==> src/rtl/encin_pkg.sv <==
// Shared constants and quadrature step decode for the encoder input path.
package encin_pkg;

  // AB states, written {A,B}, in forward order
  localparam logic [1:0] AB_00 = 2'b00;
  localparam logic [1:0] AB_10 = 2'b10;
  localparam logic [1:0] AB_11 = 2'b11;
  localparam logic [1:0] AB_01 = 2'b01;

  localparam logic DIR_FWD = 1'b1;
  localparam logic DIR_REV = 1'b0;

  typedef struct packed {
    logic valid;
    logic dir;
    logic illegal;
  } step_t;

  // Next state in the forward sequence 00 -> 10 -> 11 -> 01 -> 00
  function automatic logic [1:0] fwd_next(input logic [1:0] ab);
    logic [1:0] nxt;
    unique case (ab)
      AB_00:   nxt = AB_10;
      AB_10:   nxt = AB_11;
      AB_11:   nxt = AB_01;
      default: nxt = AB_00;
    endcase
    return nxt;
  endfunction

  // Classify a filtered AB change as forward, reverse, illegal or none
  function automatic step_t step_decode(input logic [1:0] prev, input logic [1:0] cur);
    step_t s;
    s = '0;
    if ((prev ^ cur) == 2'b11) begin
      s.illegal = 1'b1;
    end else if (cur == fwd_next(prev)) begin
      s.valid = 1'b1;
      s.dir   = DIR_FWD;
    end else if (prev == fwd_next(cur)) begin
      s.valid = 1'b1;
      s.dir   = DIR_REV;
    end
    return s;
  endfunction

endpackage

==> src/rtl/encin_sync_filt.sv <==
// One encoder channel: 2-FF synchroniser, stability filter and prime flag.
module encin_sync_filt #(
  parameter int unsigned FILT_W = 4
) (
  input  logic              i_pclk,
  input  logic              i_prst,
  input  logic              i_pin,
  input  logic [FILT_W-1:0] i_filt_len,
  output logic              o_level,
  output logic              o_primed
);

  logic [1:0]        sync_q;
  // Tracks how far real pin data has propagated since reset, so reset values of
  // the synchroniser are never mistaken for a pin level.
  logic [2:0]        vld_q;
  logic              cand_q;
  logic [FILT_W-1:0] cnt_q;
  logic [FILT_W-1:0] run;
  logic              level_q;
  logic              primed_q;
  logic              accept;

  // Run length of the current synchronised level, saturating
  always_comb begin
    run = '0;
    if (vld_q[2] && (sync_q[1] == cand_q)) begin
      run = (cnt_q == {FILT_W{1'b1}}) ? cnt_q : cnt_q + FILT_W'(1);
    end
    accept = vld_q[1] && (run >= i_filt_len);
  end

  // Synchroniser, stability counter and filtered level
  always_ff @(posedge i_pclk or posedge i_prst) begin
    if (i_prst) begin
      sync_q   <= '0;
      vld_q    <= '0;
      cand_q   <= 1'b0;
      cnt_q    <= '0;
      level_q  <= 1'b0;
      primed_q <= 1'b0;
    end else begin
      sync_q <= {sync_q[0], i_pin};
      vld_q  <= {vld_q[1:0], 1'b1};
      if (vld_q[1]) begin
        cand_q <= sync_q[1];
      end
      cnt_q <= run;
      if (accept) begin
        level_q  <= sync_q[1];
        primed_q <= 1'b1;
      end
    end
  end

  assign o_level  = level_q;
  assign o_primed = primed_q;

endmodule

==> src/rtl/encin_quad_decoder.sv <==
// Quadrature encoder input decoder: 4x decode, position count, Z latch, error flag.
module encin_quad_decoder
  import encin_pkg::*;
#(
  parameter int unsigned CNT_W  = 32,
  parameter int unsigned FILT_W = 4
) (
  input  logic              i_pclk,
  input  logic              i_prst,
  input  logic              i_enc_a,
  input  logic              i_enc_b,
  input  logic              i_enc_z,
  input  logic              i_enable,
  input  logic [FILT_W-1:0] i_filt_len,
  input  logic              i_clr,
  input  logic              i_z_clr_en,
  input  logic              i_err_clr,
  output logic [CNT_W-1:0]  o_count,
  output logic              o_dir,
  output logic              o_step,
  output logic [CNT_W-1:0]  o_z_latch,
  output logic              o_z_evt,
  output logic              o_err
);

  logic a_lvl, a_prim, b_lvl, b_prim, z_lvl, z_prim;

  encin_sync_filt #(.FILT_W(FILT_W)) u_filt_a (
    .i_pclk     (i_pclk),
    .i_prst     (i_prst),
    .i_pin      (i_enc_a),
    .i_filt_len (i_filt_len),
    .o_level    (a_lvl),
    .o_primed   (a_prim)
  );

  encin_sync_filt #(.FILT_W(FILT_W)) u_filt_b (
    .i_pclk     (i_pclk),
    .i_prst     (i_prst),
    .i_pin      (i_enc_b),
    .i_filt_len (i_filt_len),
    .o_level    (b_lvl),
    .o_primed   (b_prim)
  );

  encin_sync_filt #(.FILT_W(FILT_W)) u_filt_z (
    .i_pclk     (i_pclk),
    .i_prst     (i_prst),
    .i_pin      (i_enc_z),
    .i_filt_len (i_filt_len),
    .o_level    (z_lvl),
    .o_primed   (z_prim)
  );

  logic [1:0]       ab_cur;
  logic [1:0]       prev_ab_q;
  logic             ab_armed_q;
  logic             z_prev_q;
  logic             z_armed_q;
  step_t            st;
  logic             z_rise;
  logic [CNT_W-1:0] stepped;
  logic [CNT_W-1:0] count_d, count_q;
  logic [CNT_W-1:0] zl_d, zl_q;
  logic             dir_q, step_q, z_evt_q, err_q;

  assign ab_cur = {a_lvl, b_lvl};

  // Decode and next-count selection; clear beats Z clear beats step
  always_comb begin
    st = '0;
    if (ab_armed_q) begin
      st = step_decode(prev_ab_q, ab_cur);
    end
    // Armed one cycle after priming, so the priming load itself is never an edge
    z_rise = z_armed_q && z_lvl && !z_prev_q;

    stepped = count_q;
    if (i_enable && st.valid) begin
      stepped = (st.dir == DIR_FWD) ? count_q + CNT_W'(1) : count_q - CNT_W'(1);
    end

    count_d = stepped;
    if (i_clr) begin
      count_d = '0;
    end else if (z_rise && i_z_clr_en && i_enable) begin
      count_d = '0;
    end

    zl_d = zl_q;
    if (i_clr) begin
      zl_d = '0;
    end else if (z_rise) begin
      zl_d = stepped;
    end
  end

  // Previous-state tracking, count, latch and registered status outputs
  always_ff @(posedge i_pclk or posedge i_prst) begin
    if (i_prst) begin
      prev_ab_q  <= AB_00;
      ab_armed_q <= 1'b0;
      z_prev_q   <= 1'b0;
      z_armed_q  <= 1'b0;
      count_q    <= '0;
      zl_q       <= '0;
      dir_q      <= 1'b0;
      step_q     <= 1'b0;
      z_evt_q    <= 1'b0;
      err_q      <= 1'b0;
    end else begin
      // Tracking continues while disabled so re-enable never sees a stale state
      if (a_prim && b_prim) begin
        prev_ab_q <= ab_cur;
      end
      ab_armed_q <= a_prim && b_prim;
      z_prev_q   <= z_lvl;
      z_armed_q  <= z_prim;
      count_q    <= count_d;
      zl_q       <= zl_d;
      step_q     <= i_enable && st.valid;
      if (i_enable && st.valid) begin
        dir_q <= st.dir;
      end
      z_evt_q <= z_rise;
      if (i_enable && st.illegal) begin
        err_q <= 1'b1;
      end else if (i_err_clr) begin
        err_q <= 1'b0;
      end
    end
  end

  assign o_count   = count_q;
  assign o_dir     = dir_q;
  assign o_step    = step_q;
  assign o_z_latch = zl_q;
  assign o_z_evt   = z_evt_q;
  assign o_err     = err_q;

endmodule
==> config.mk <==
export PLATFORM = sky130hd
export DESIGN_NAME = encin_quad_decoder
export DESIGN_NICKNAME = d
export VERILOG_FILES = /design/src/rtl/encin_pkg.sv /design/src/rtl/encin_sync_filt.sv /design/src/rtl/encin_quad_decoder.sv
export SDC_FILE = /design/constraint.sdc
export NUM_CORES = 1
export LEC_CHECK = 0
export ABC_AREA = 1
export BUFFER_PORTS_ARGS = -buffer_cell sky130_fd_sc_hd__buf_2
export CORE_ASPECT_RATIO = 0.5
export CORE_UTILIZATION = 45
export DETAILED_ROUTE_END_ITERATION = 16
export PLACE_DENSITY_LB_ADDON = 0.12
export SETUP_SLACK_MARGIN = 0.2
export SLEW_MARGIN = 15
export SYNTH_ARGS = -nofsm -noshare
export SYNTH_HDL_FRONTEND = slang
export SYNTH_SLANG_ARGS = --single-unit
==> constraint.sdc <==
create_clock -name i_pclk -period 4.85 [get_ports i_pclk]
set_input_delay 1.455 -clock i_pclk [delete_from_list [all_inputs] [get_ports i_pclk]]
set_output_delay 1.455 -clock i_pclk [all_outputs]
set_load 0.005 [all_outputs]
Yosys cells after proc, flatten, opt, wreduce, memory -nomap -nowiden
Index checks and enable logic that the tools add are counted.
{"block": "totals", "reg_bits": 109, "input_bits": 13, "out_inout_bits": 68}
{"block": "op_classes", "add_sub_neg": 5, "magnitude_cmp": 3, "n_eq_ne": 13, "mux": 26, "n_bitwise": 1, "n_reduce_logical": 18}
{"operator": "32-bit two-way mux", "n": 6}
{"operator": "32-bit by 1-bit adder with 32-bit output, second input constant", "n": 1}
{"operator": "32-bit by 1-bit subtractor with 32-bit output, second input constant", "n": 1}
{"operator": "4-bit two-way mux", "n": 6}
{"operator": "2-bit two-way mux", "n": 8}
{"operator": "1-bit logical AND", "n": 13}
{"operator": "4-bit by 1-bit adder with 4-bit output, second input constant", "n": 3}
{"operator": "4-bit == test, second input constant", "n": 3}
{"operator": "4-bit >= comparator", "n": 3}
{"operator": "2-bit case mux with 3 select lines", "n": 2}
{"operator": "2-bit == test, second input constant", "n": 5}
{"operator": "2-bit == test", "n": 2}
{"operator": "2-bit zero test", "n": 2}
{"operator": "2-bit nonzero test", "n": 2}
{"operator": "1-bit == test", "n": 3}
{"operator": "1-bit two-way mux", "n": 3}
{"operator": "3-bit two-way mux", "n": 1}
{"operator": "2-bit XOR", "n": 1}
{"operator": "1-bit zero test", "n": 1}

Logic depth before layout (Yosys ltp)
Gate-level depths: netlist of run 1.
{"block": "depth", "ltp_word": 17, "depth_mapped": 17, "depth_no_buf": 17}

Modules after synthesis
Synthesis of run 1 repeated with hierarchy kept, for this count alone.
{"block": "hier_totals", "cells_unflattened": 1029, "area_unflattened_um2": 7126.8}
{"mod": "encin_quad_decoder", "n_inst": 1, "cells_per_inst": 864, "area_per_inst_um2": 5471.5, "seq_area_each_um2": 1826.8}
{"mod": "encin_sync_filt", "n_inst": 3, "cells_per_inst": 55, "area_per_inst_um2": 551.8, "seq_area_each_um2": 300.3}

Worst setup path after synthesis of run 1
OpenSTA, ideal clock, no wires.
{"block": "synth_path", "path_kind": "reg2reg", "from": "reg u_filt_b.level_q (netlist: u_filt_b.o_level)", "to": "reg zl_q[29] (netlist: o_z_latch[29])", "arrival_time_ns": 3.353, "required_time_ns": 4.733, "path_slack_ns": 1.379, "stages_incl_launch_ff": 15, "cell_sequence": "dfrtp_1 xnor2_1 nand3_1 ha_1 or2_2 nand3_1 nand2_1 nand2_1 nand2_1 nand2_1 nand2_1 nand2_1 nand3_1 nand3_1 nand2_1"}
{"block": "synth_between", "elab_chain_len": 14}
{"element": "from (decl)", "line": "encin_sync_filt.sv:20", "text": "logic level_q;"}
{"element": "from (signal assigned)", "line": "encin_sync_filt.sv:50", "text": "level_q <= sync_q[1];"}
{"element": "2-bit == test or 2-bit zero test (tied branches)", "line": "encin_pkg.sv:22", "text": "unique case (ab)"}
{"element": "2-bit case mux with 3 select lines", "line": "encin_pkg.sv:22"}
{"element": "2-bit two-way mux", "line": "encin_pkg.sv:37", "text": "end else if (cur == fwd_next(prev)) begin"}
{"element": "2-bit two-way mux", "line": "encin_pkg.sv:35", "text": "if ((prev ^ cur) == 2'b11) begin"}
{"element": "2-bit two-way mux", "line": "encin_quad_decoder.sv:72", "text": "if (ab_armed_q) begin"}
{"element": "2-bit == test", "line": "encin_pkg.sv:40", "text": "end else if (prev == fwd_next(cur)) begin"}
{"element": "2-bit two-way mux", "line": "encin_pkg.sv:40"}
{"element": "2-bit two-way mux", "line": "encin_pkg.sv:37"}
{"element": "2-bit two-way mux (*)", "line": "encin_pkg.sv:35"}
{"element": "3-bit two-way mux (*)", "line": "encin_quad_decoder.sv:72"}
{"element": "1-bit logical AND", "line": "encin_quad_decoder.sv:79", "text": "if (i_enable && st.valid) begin"}
{"element": "32-bit two-way mux (*)", "line": "encin_quad_decoder.sv:79"}
{"element": "32-bit two-way mux (*)", "line": "encin_quad_decoder.sv:93", "text": "end else if (z_rise) begin"}
{"element": "32-bit two-way mux (*)", "line": "encin_quad_decoder.sv:91", "text": "if (i_clr) begin"}
{"element": "to (signal assigned)", "line": "encin_quad_decoder.sv:120", "text": "zl_q <= zl_d;"}
{"element": "to (decl)", "line": "encin_quad_decoder.sv:64", "text": "logic [CNT_W-1:0] zl_d, zl_q;"}
Mark *: on every way between the ends. The rest lies on a longest branch, timed or not. The select of a mux whose other input is x is not followed.
A chain may end at the register's enable or synchronous reset.

Final worst setup path of run 1
{"block": "layout_path", "from": "reg u_filt_b.level_q (netlist: u_filt_b.o_level)", "to": "reg zl_q[28] (netlist: o_z_latch[28])"}
Same word-level chain as after synthesis.

==> impl_metrics.py, run 1 <==
metrics = {
    "timing": {
        "grt_setup_unrepaired": "false",
        "hold_violations": 0,
        "fin_skew_ns": 0.00647,
        "finalCritPeriodShare": 0.674,
        "drv_slew": 0,
        "finalSetupViolations": 0,
        "worst_pin_slew_ns": 0.779,
        "relSlewSlack": 0.481,
        "finalSetupTns_ns": 0,
        "fmax_mhz": 306,
        "period_needed_ns": 3.27,
    },
    "clock_tree": {
        "h-tree-depth": 3,
        "hold_buffers": 0,
        "post_cts_buffers": 0,
        "cts_tree": "built",
        "cts_root_buf": "clkbuf_16",
        "numClockSinks": 103,
        "cts_buffers": 9,
        "cts_resized": 0,
        "clk_pin_slew_worst_paths_ns": 0.08,
        "cts_buffer_depth": 2,
        "clkLatencyLatePin_ns": 0.35,
    },
    "final_layout": {
        "final_common_cell": "nand2_1",
        "n_antenna_cell": 0,
        "final_cell_mix": "nand2_1, inv_1, dfrtp_1",
        "num-fill-cells": 1481,
        "drive_gt1_frac": 0.0997,
        "nets": 1154,
        "area_growth_syn_to_layout_pct": 12.8,
    },
    "grt": {
        "grt_pass1_vias": 6066,
        "grt-ovfl-total": 0,
        "antenna_found_initial": 1,
        "grt_max_degree": 65,
        "track_usage": 0.256,
        "grt_pass1_wl_um": 31600,
    },
    "detailed_routing": {
        "avgViaCountPerCell": 4.96,
        "drc": 0,
        "via_count": 6407,
        "wl_um": 19200,
        "wire_per_inst_um": 14.9,
        "antenna_left": 0,
        "drt_iter0_markers": 445,
        "drt_pass1_iterations": 5,
    },
    "setup_path": {
        "path_common_cell": "nand3_1",
        "path_cells": "xnor2_1, nand3_2, buf_4, fa_1, nand3_1, nand3_1, nand3_1, nand3_1, nand2_1, nand2_1, nand2_1, nand3_1, nand3_1, nand2_1",
        "cp-start-kind": "flip-flop",
        "crit_fanout": 40,
        "max_stage_delay_ns": 0.56,
        "endpoint_kind": "flip-flop",
        "cp_slowest_cell": "fa_1",
        "worstSetupPathType": "reg2reg",
        "cp.required_ns": 5.09,
        "critPathArrivalTime_ns": 3.51,
    },
    "die": {
        "floorplan.initialDensity": 0.471,
        "io_pins": 81,
        "dieArea_sq_um": 16000,
        "core_area_sq_um": 14800,
        "die_w_um": 178,
        "die_height_um": 89.9,
        "rows": 31,
    },
    "placement": {
        "io_buffer_count": 80,
        "gp_congestion": 0.928,
        "dp_hpwl_um": 15000,
    },
    "job": {
        "cap_violations": 0,
    },
    "yosys": {
        "yosysTopAreaCellShare": 0.371,
        "synth_cells": 1011,
        "synth.avg_cell_area_sq_um": 6.88,
        "synth_top_area_cell": "dfrtp_1",
        "synth.area.top_cells": "dfrtp_1, nand2_1, inv_1",
        "syn-num-nets": 1077,
        "ys_seq_area_frac": 0.371,
        "synth_cell_types": 34,
        "yosys_warnings": 0,
        "synth_seq_cells": 103,
        "netlist_area_sq_um": 6960,
    },
    "worst_hold_path": {
        "hp-class": "reg2reg",
    },
    "status": {
        "status": "finished clean",
    },
}
[routing by layer]
| layer | vias up | share of wire | track usage | wire, um |
|---|---|---|---|---|
| met5 | - | 0 | 0 | 0 |
| met4 | 0 | 0.0053 | 0.0406 | 102 |
| met3 | 10 | 0.091 | 0.0723 | 1750 |
| met2 | 167 | 0.41 | 0.363 | 7790 |
| met1 | 2941 | 0.50 | 0.389 | 9570 |
| li1 | 3289 | - | - | - |
[cell families (layout without fill, tap and decap cells)]
logic type / count (synthesis) / count (layout) / synth area share
buffers and inverters: 201 / 283 / 0.114
DFF: 103 / 103 / 0.371
adders and majority gates: 53 / 53 / 0.0964
and+or+nand+nor: 530 / 530 / 0.308
other: 1 / 1 / 0.000539
xor gates and xnor gates: 17 / 17 / 0.0236
AOI/OAI and AO/OA: 106 / 106 / 0.0871
[sequential cells by signal (all words and copies together), names as in the netlist, 2 cells and up]
register,flops
o_count,32
o_z_latch,32
u_filt_z.cnt_q,4
prev_ab_q,2
u_filt_a.sync_q,2
u_filt_a.cnt_q,4
u_filt_b.sync_q,2
u_filt_b.cnt_q,4
u_filt_z.sync_q,2
u_filt_z.vld_q,2
[Yosys cell counts (all sizes together)]
cell and count:
nand2 341, clkbuf 12, nor2 90, and3 1
buf 7, conb 1, clkinv 1, o21bai 3
dfrtp 103, fa 1, xnor2 8, ha 52
nand3 75, nor3 11, and2 1, o21a 20
a21oi 40, a31oi 3, o211ai 1, inv 181
or2 1, xor2 9, a21o 1, nand4 10
a211oi 2, o32ai 1, o21ai 35
[area by class of cell]
class	count	area [sq um]	share of cell area
tap	198	248	0.0316
clock inverter	7	77.6	0.00989
multi-input combinational	707	3590	0.458
timing repair buffer	85	438	0.0558
clock buffer	9	225	0.0287
inverter	182	688	0.0877
sequential	103	2580	0.328
[final timing paths]
| path | startpoint | endpoint | slack [ns] | depth (start not counted) |
|---|---|---|---|---|
| setup / recovery | u_filt_b.o_level | o_z_latch[28] | 1.58 | 14 |
| hold reg to reg | u_filt_z.sync_q[0] | u_filt_z.sync_q[1] | 0.35 | 0 |
| hold / removal | u_filt_z.sync_q[0] | u_filt_z.sync_q[1] | 0.35 | 0 |
| max in group asynchronous | i_prst | o_count[18] | 2.78 | 3 |
| min in group asynchronous | i_prst | o_z_evt | 1.25 | 2 |
| setup reg to reg | u_filt_b.o_level | o_z_latch[28] | 1.58 | 14 |
[critical path: cells and delay by family (launching register included)]
| family | cells | cell delay [ns] |
|---|---|---|
| AND/OR/NAND/NOR | 11 | 1.46 |
| adder cells (fa/ha/maj) | 1 | 0.56 |
| XOR/XNOR | 1 | 0.38 |
| flip-flops | 1 | 0.43 |
| buffers and inverters | 1 | 0.30 |
[metrics by stage]
| stage | setup slack, ns | std cells | cell area [sq um] | hold slack (ns) | utilization |
|---|---|---|---|---|---|
| 2_1_floorplan | 0.691 | 1011 | 6960 | 0.331 | - |
| 5_1_grt | 1.30 | 1291 | 7850 | 0.360 | 0.531 |
| 3_3_place_gp | 1.74 | 1275 | 7540 | 0.333 | 0.511 |
| 6_report | 1.58 | 1291 | 7850 | 0.351 | 0.531 |
| 3_5_place_dp | 1.69 | 1275 | 7540 | 0.335 | 0.511 |
| 4_1_cts | 1.66 | 1291 | 7850 | 0.352 | 0.531 |
Power of run 1 is left out: the tool's default activity adds up to more than one toggle a clock period on the data nets, which glitch-free logic cannot reach.
==> run 2: changes to the inputs <==
==> constraint.sdc (replaced) <==
create_clock -name i_pclk -period 2.74 [get_ports i_pclk]
set_input_delay 0.822 -clock i_pclk [delete_from_list [all_inputs] [get_ports i_pclk]]
set_output_delay 0.822 -clock i_pclk [all_outputs]
set_load 0.005 [all_outputs]
==> run 2 against run 1 <==
Net effect:
- the run now ends with negative setup slack left
- critical path depth stayed put
- cell count is 3.0% higher
- via count increased by 4.9%
- critical endpoint is now o_z_latch[29]
- highest routed layer unchanged
==> impl_metrics.py, run 2 (same netlist as run 1, synthesis figures left out) <==
metrics = {
    "clock_tree": {
        "hold_buffers": 0,
        "cts_tree": "built",
        "clkLatencyLatePin_ns": 0.35,
        "cts_buffer_depth": 2,
        "cts_root_buf": "clkbuf_16",
        "cts_buffers": 9,
        "clk_pin_slew_worst_paths_ns": 0.07,
        "h-tree-depth": 3,
        "numClockSinks": 103,
    },
    "placement": {
        "dp_hpwl_um": 16100,
        "gp_congestion": 0.947,
        "io_buffer_count": 80,
        "place_inst": 1301,
    },
    "status": {
        "violations": "negative setup slack",
        "status": "finished, violations left",
    },
    "timing": {
        "period_needed_ns": 2.75,
        "worst_pin_slew_ns": 0.739,
        "fin_skew_ns": 0.00835,
        "hold_violations": 0,
        "finalCritPeriodShare": 1.00,
        "drv_slew": 0,
        "grt_setup_unrepaired": "true",
        "fmax_mhz": 363,
        "timing.final.ws_setup_ns": -0.0118,
        "finalSetupTns_ns": -0.0118,
        "finalSetupViolations": 1,
        "relSlewSlack": 0.506,
    },
    "die": {
        "die_w_um": 178,
        "io_pins": 81,
        "dieArea_sq_um": 16000,
        "core_area_sq_um": 14800,
        "die_height_um": 89.9,
        "floorplan.initialDensity": 0.471,
        "rows": 31,
    },
    "final_layout": {
        "n_antenna_cell": 0,
        "num-fill-cells": 1347,
        "drive_gt1_frac": 0.214,
        "area_growth_syn_to_layout_pct": 26.1,
        "final_cell_mix": "nand2_1, inv_1, dfrtp_1",
        "nets": 1193,
        "fin_util": 0.594,
        "fin_cells": 1330,
        "final_common_cell": "nand2_1",
    },
    "detailed_routing": {
        "drc": 0,
        "via_count": 6724,
        "drt_pass1_iterations": 5,
        "avgViaCountPerCell": 5.06,
        "wl_um": 21700,
        "drt_iter0_markers": 560,
        "antenna_left": 0,
        "wire_per_inst_um": 16.3,
    },
    "setup_path": {
        "cp.required_ns": 2.97,
        "endpoint_kind": "flip-flop",
        "critPathArrivalTime_ns": 2.99,
        "crit_fanout": 8,
        "worstSetupPathType": "reg2reg",
        "cp-start-kind": "flip-flop",
    },
    "worst_hold_path": {
        "hp-class": "reg2reg",
    },
    "job": {
        "cap_violations": 0,
    },
    "grt": {
        "grt_max_degree": 46,
        "grt_pass1_wl_um": 33500,
        "track_usage": 0.276,
        "antenna_found_initial": 1,
        "grt_pass1_vias": 6221,
        "grt-ovfl-total": 0,
    },
}
run 2: cell type report:
class,instances,area [sq um],share of cell area
Clock buffer,9,225,0.0257
Clock inverter,7,78.8,0.00899
Inverter,182,692,0.0789
Multi-Input combinational cell,707,4130,0.470
Sequential cell,103,2580,0.294
Tap cell,198,248,0.0282
Timing Repair Buffer,124,826,0.0941
run 2: metal layers:
metal | share of wire | track usage
met2 | 0.41 | 0.378
met4 | 0.0084 | 0.0449
met3 | 0.096 | 0.0711
met5 | 0 | 0
met1 | 0.49 | 0.432
run 2: path summary, 6_finish.rpt:
path,depth (start not counted),slack (ns),from,endpoint
max reg2reg,14,-0.01,u_filt_a.o_level,o_z_latch[29]
min,0,0.35,u_filt_b.sync_q[0],u_filt_b.sync_q[1]
min reg2reg,0,0.35,u_filt_b.sync_q[0],u_filt_b.sync_q[1]
min in group asynchronous,2,0.59,i_prst,u_filt_b.cnt_q[0]
max in group asynchronous,3,1.56,i_prst,o_z_latch[28]
max,14,-0.01,u_filt_a.o_level,o_z_latch[29]
run 2: critical path: stages, from the launching register on:
cell and delay (ns):
dfrtp_1 0.41, xor2_2 0.23, nand3_4 0.15, buf_12 0.17, clkbuf_16 0.18, ha_1 0.41, nand2_1 0.12, nor2_1 0.16
nand2_1 0.11, nor2_1 0.12, nand2_1 0.11, nand3_1 0.11, nand3_2 0.15, nand3_2 0.13, nand2_1 0.07
run 2: through the flow:
step / hold slack, ns / area [sq um] / setup WS [ns]
6_report: 0.350 / 8770 / -0.0118
4_1_cts: 0.352 / 8210 / 0.0345
5_1_grt: 0.357 / 8770 / -0.185
2_1_floorplan: 0.331 / 7000 / 0.190
3_5_place_dp: 0.335 / 7830 / -0.0953
3_3_place_gp: 0.333 / 7830 / -0.0521
run 2: timing repair:
action,4_1_cts,5_1_grt
setup endpoints to repair,50,63
buffers inserted,4,7
gates resized for setup,12,97
pin swaps,3,16
gates cloned,0,2
Power of run 2 is left out for the same reason.
==> run 3: changes to the inputs <==
--- a/config.mk
+++ b/config.mk
@@ -12,6 +12,7 @@
 export DETAILED_ROUTE_END_ITERATION = 16
 export PLACE_DENSITY_LB_ADDON = 0.12
 export SETUP_SLACK_MARGIN = 0.2
+export SKIP_LAST_GASP = 1
 export SLEW_MARGIN = 15
 export SYNTH_ARGS = -nofsm -noshare
 export SYNTH_HDL_FRONTEND = slang
==> run 3 against run 2 <==
Net effect:
- the flow now finishes without violations
- wire length fell by 0.90%
- fmax rose by 0.80%
- utilization fell by 0.59 points
- sequential cell count did not move
- clock skew fell by 0.0012 ns
- non-clock buffer count did not move
- critical endpoint unchanged
- highest routed layer unchanged
==> impl_metrics.py, run 3 (same netlist as run 1, synthesis figures left out) <==
metrics = {
    "grt": {
        "grt_max_degree": 46,
        "track_usage": 0.276,
        "grt-ovfl-total": 0,
        "antenna_found_initial": 1,
        "grt_pass1_wl_um": 33500,
        "grt_pass1_vias": 6221,
    },
    "clock_tree": {
        "numClockSinks": 103,
        "clk_pin_slew_worst_paths_ns": 0.07,
        "cts_buffer_depth": 2,
        "cts_tree": "built",
        "cts_root_buf": "clkbuf_16",
        "clkLatencyLatePin_ns": 0.35,
        "h-tree-depth": 3,
        "cts_buffers": 9,
    },
    "detailed_routing": {
        "avgViaCountPerCell": 5.05,
        "drt_iter0_markers": 513,
        "drc": 0,
        "drt_pass1_iterations": 5,
        "wire_per_inst_um": 16.1,
        "wl_um": 21500,
        "via_count": 6717,
        "antenna_left": 0,
    },
    "setup_path": {
        "r2r_slack_ns": 0.01,
        "worstSetupPathType": "reg2reg",
        "reg2reg_from": "u_filt_a.o_level",
        "cp-start-kind": "flip-flop",
        "critPathArrivalTime_ns": 2.96,
        "reg2regPathDepth": 14,
        "reg2reg_to": "o_z_latch[29]",
        "crit_fanout": 8,
        "critPathCapture": "o_z_latch[29]",
        "cp.required_ns": 2.97,
        "endpoint_kind": "flip-flop",
        "critPathLaunch": "u_filt_a.o_level",
    },
    "final_layout": {
        "seq_area_sq_um": 2580,
        "num-fill-cells": 1361,
        "area_growth_syn_to_layout_pct": 24.9,
        "drive_gt1_frac": 0.200,
        "multi_input_area_sq_um": 4040,
        "final_cell_mix": "nand2_1, inv_1, dfrtp_1",
        "stdcell_area_sq_um": 8680,
        "n_antenna_cell": 0,
        "nets": 1193,
        "final_common_cell": "nand2_1",
    },
    "timing": {
        "relSlewSlack": 0.510,
        "whs_ns": 0.350,
        "hold_violations": 0,
        "period_needed_ns": 2.73,
        "worst_pin_slew_ns": 0.734,
        "finalSetupViolations": 0,
        "finalCritPeriodShare": 0.996,
        "fin_skew_ns": 0.00718,
        "fmax_mhz": 366,
        "grt_setup_unrepaired": "true",
        "drv_slew": 0,
    },
    "die": {
        "dieArea_sq_um": 16000,
        "floorplan.initialDensity": 0.471,
        "die_w_um": 178,
        "rows": 31,
        "die_height_um": 89.9,
        "io_pins": 81,
        "core_area_sq_um": 14800,
    },
    "status": {
        "status": "finished clean",
    },
    "placement": {
        "dp_hpwl_um": 16100,
        "io_buffer_count": 80,
        "postPlaceCellArea_sq_um": 7830,
        "gp_congestion": 0.947,
    },
    "worst_hold_path": {
        "hp-class": "reg2reg",
    },
    "job": {
        "cap_violations": 0,
    },
}
## run 3: critical path, cell delays in order, from the launching register on
cell and delay, ns:
dfrtp_1 0.41, xor2_2 0.23, nand3_4 0.15, buf_12 0.17
clkbuf_16 0.17, ha_1 0.40, nand2_1 0.12, nor2_1 0.15
nand2_1 0.11, nor2_1 0.12, nand2_1 0.12, nand3_1 0.12
nand3_2 0.14, nand3_2 0.12, nand2_1 0.07
## run 3: how the worst min path moves through the flow
stage,startpoint,to,cells after the start
floorplan,u_filt_a.sync_q[0],u_filt_a.sync_q[1],0
global placement,u_filt_b.sync_q[0],u_filt_b.sync_q[1],0
detailed placement,u_filt_z.sync_q[0],u_filt_z.sync_q[1],0
CTS,u_filt_z.sync_q[0],u_filt_z.sync_q[1],0
global route,u_filt_b.sync_q[0],u_filt_b.sync_q[1],0
finish,u_filt_b.sync_q[0],u_filt_b.sync_q[1],0
## run 3: routing by layer
metal | GRT usage | part of all wire
met1 | 0.432 | 0.50
met2 | 0.378 | 0.41
met3 | 0.0711 | 0.083
met4 | 0.0449 | 0.0092
met5 | 0 | 0
## run 3: through the flow
| step | setup TNS, ns | cells | util | worst slack (ns) |
|---|---|---|---|---|
| after floorplan | 0 | 1011 | - | 0.190 |
| after global placement | -0.0557 | 1301 | 0.530 | -0.0521 |
| after detailed placement | -0.345 | 1301 | 0.530 | -0.0953 |
| after CTS | 0 | 1321 | 0.556 | 0.0345 |
| after global routing | -3.40 | 1330 | 0.588 | -0.184 |
| final | 0 | 1330 | 0.588 | 0.0101 |
## run 3: cell type report
cell class,instances,share of cell area
well taps,198,0.0285
clock inverters,7,0.00908
multi-input cells,707,0.465
flip-flops and latches,103,0.297
repair buffers,124,0.0951
inverters,182,0.0794
clock buffers,9,0.0259
## run 3: repair_timing
item | CTS | global route
hold buffers | 0 | 0
gates resized for setup | 12 | 75
gates cloned | 0 | 2
hold endpoints to repair | 0 | 0
pin swaps | 3 | 14
setup endpoints to repair | 50 | 63
buffers inserted | 4 | 7
Power of run 3 is left out for the same reason.
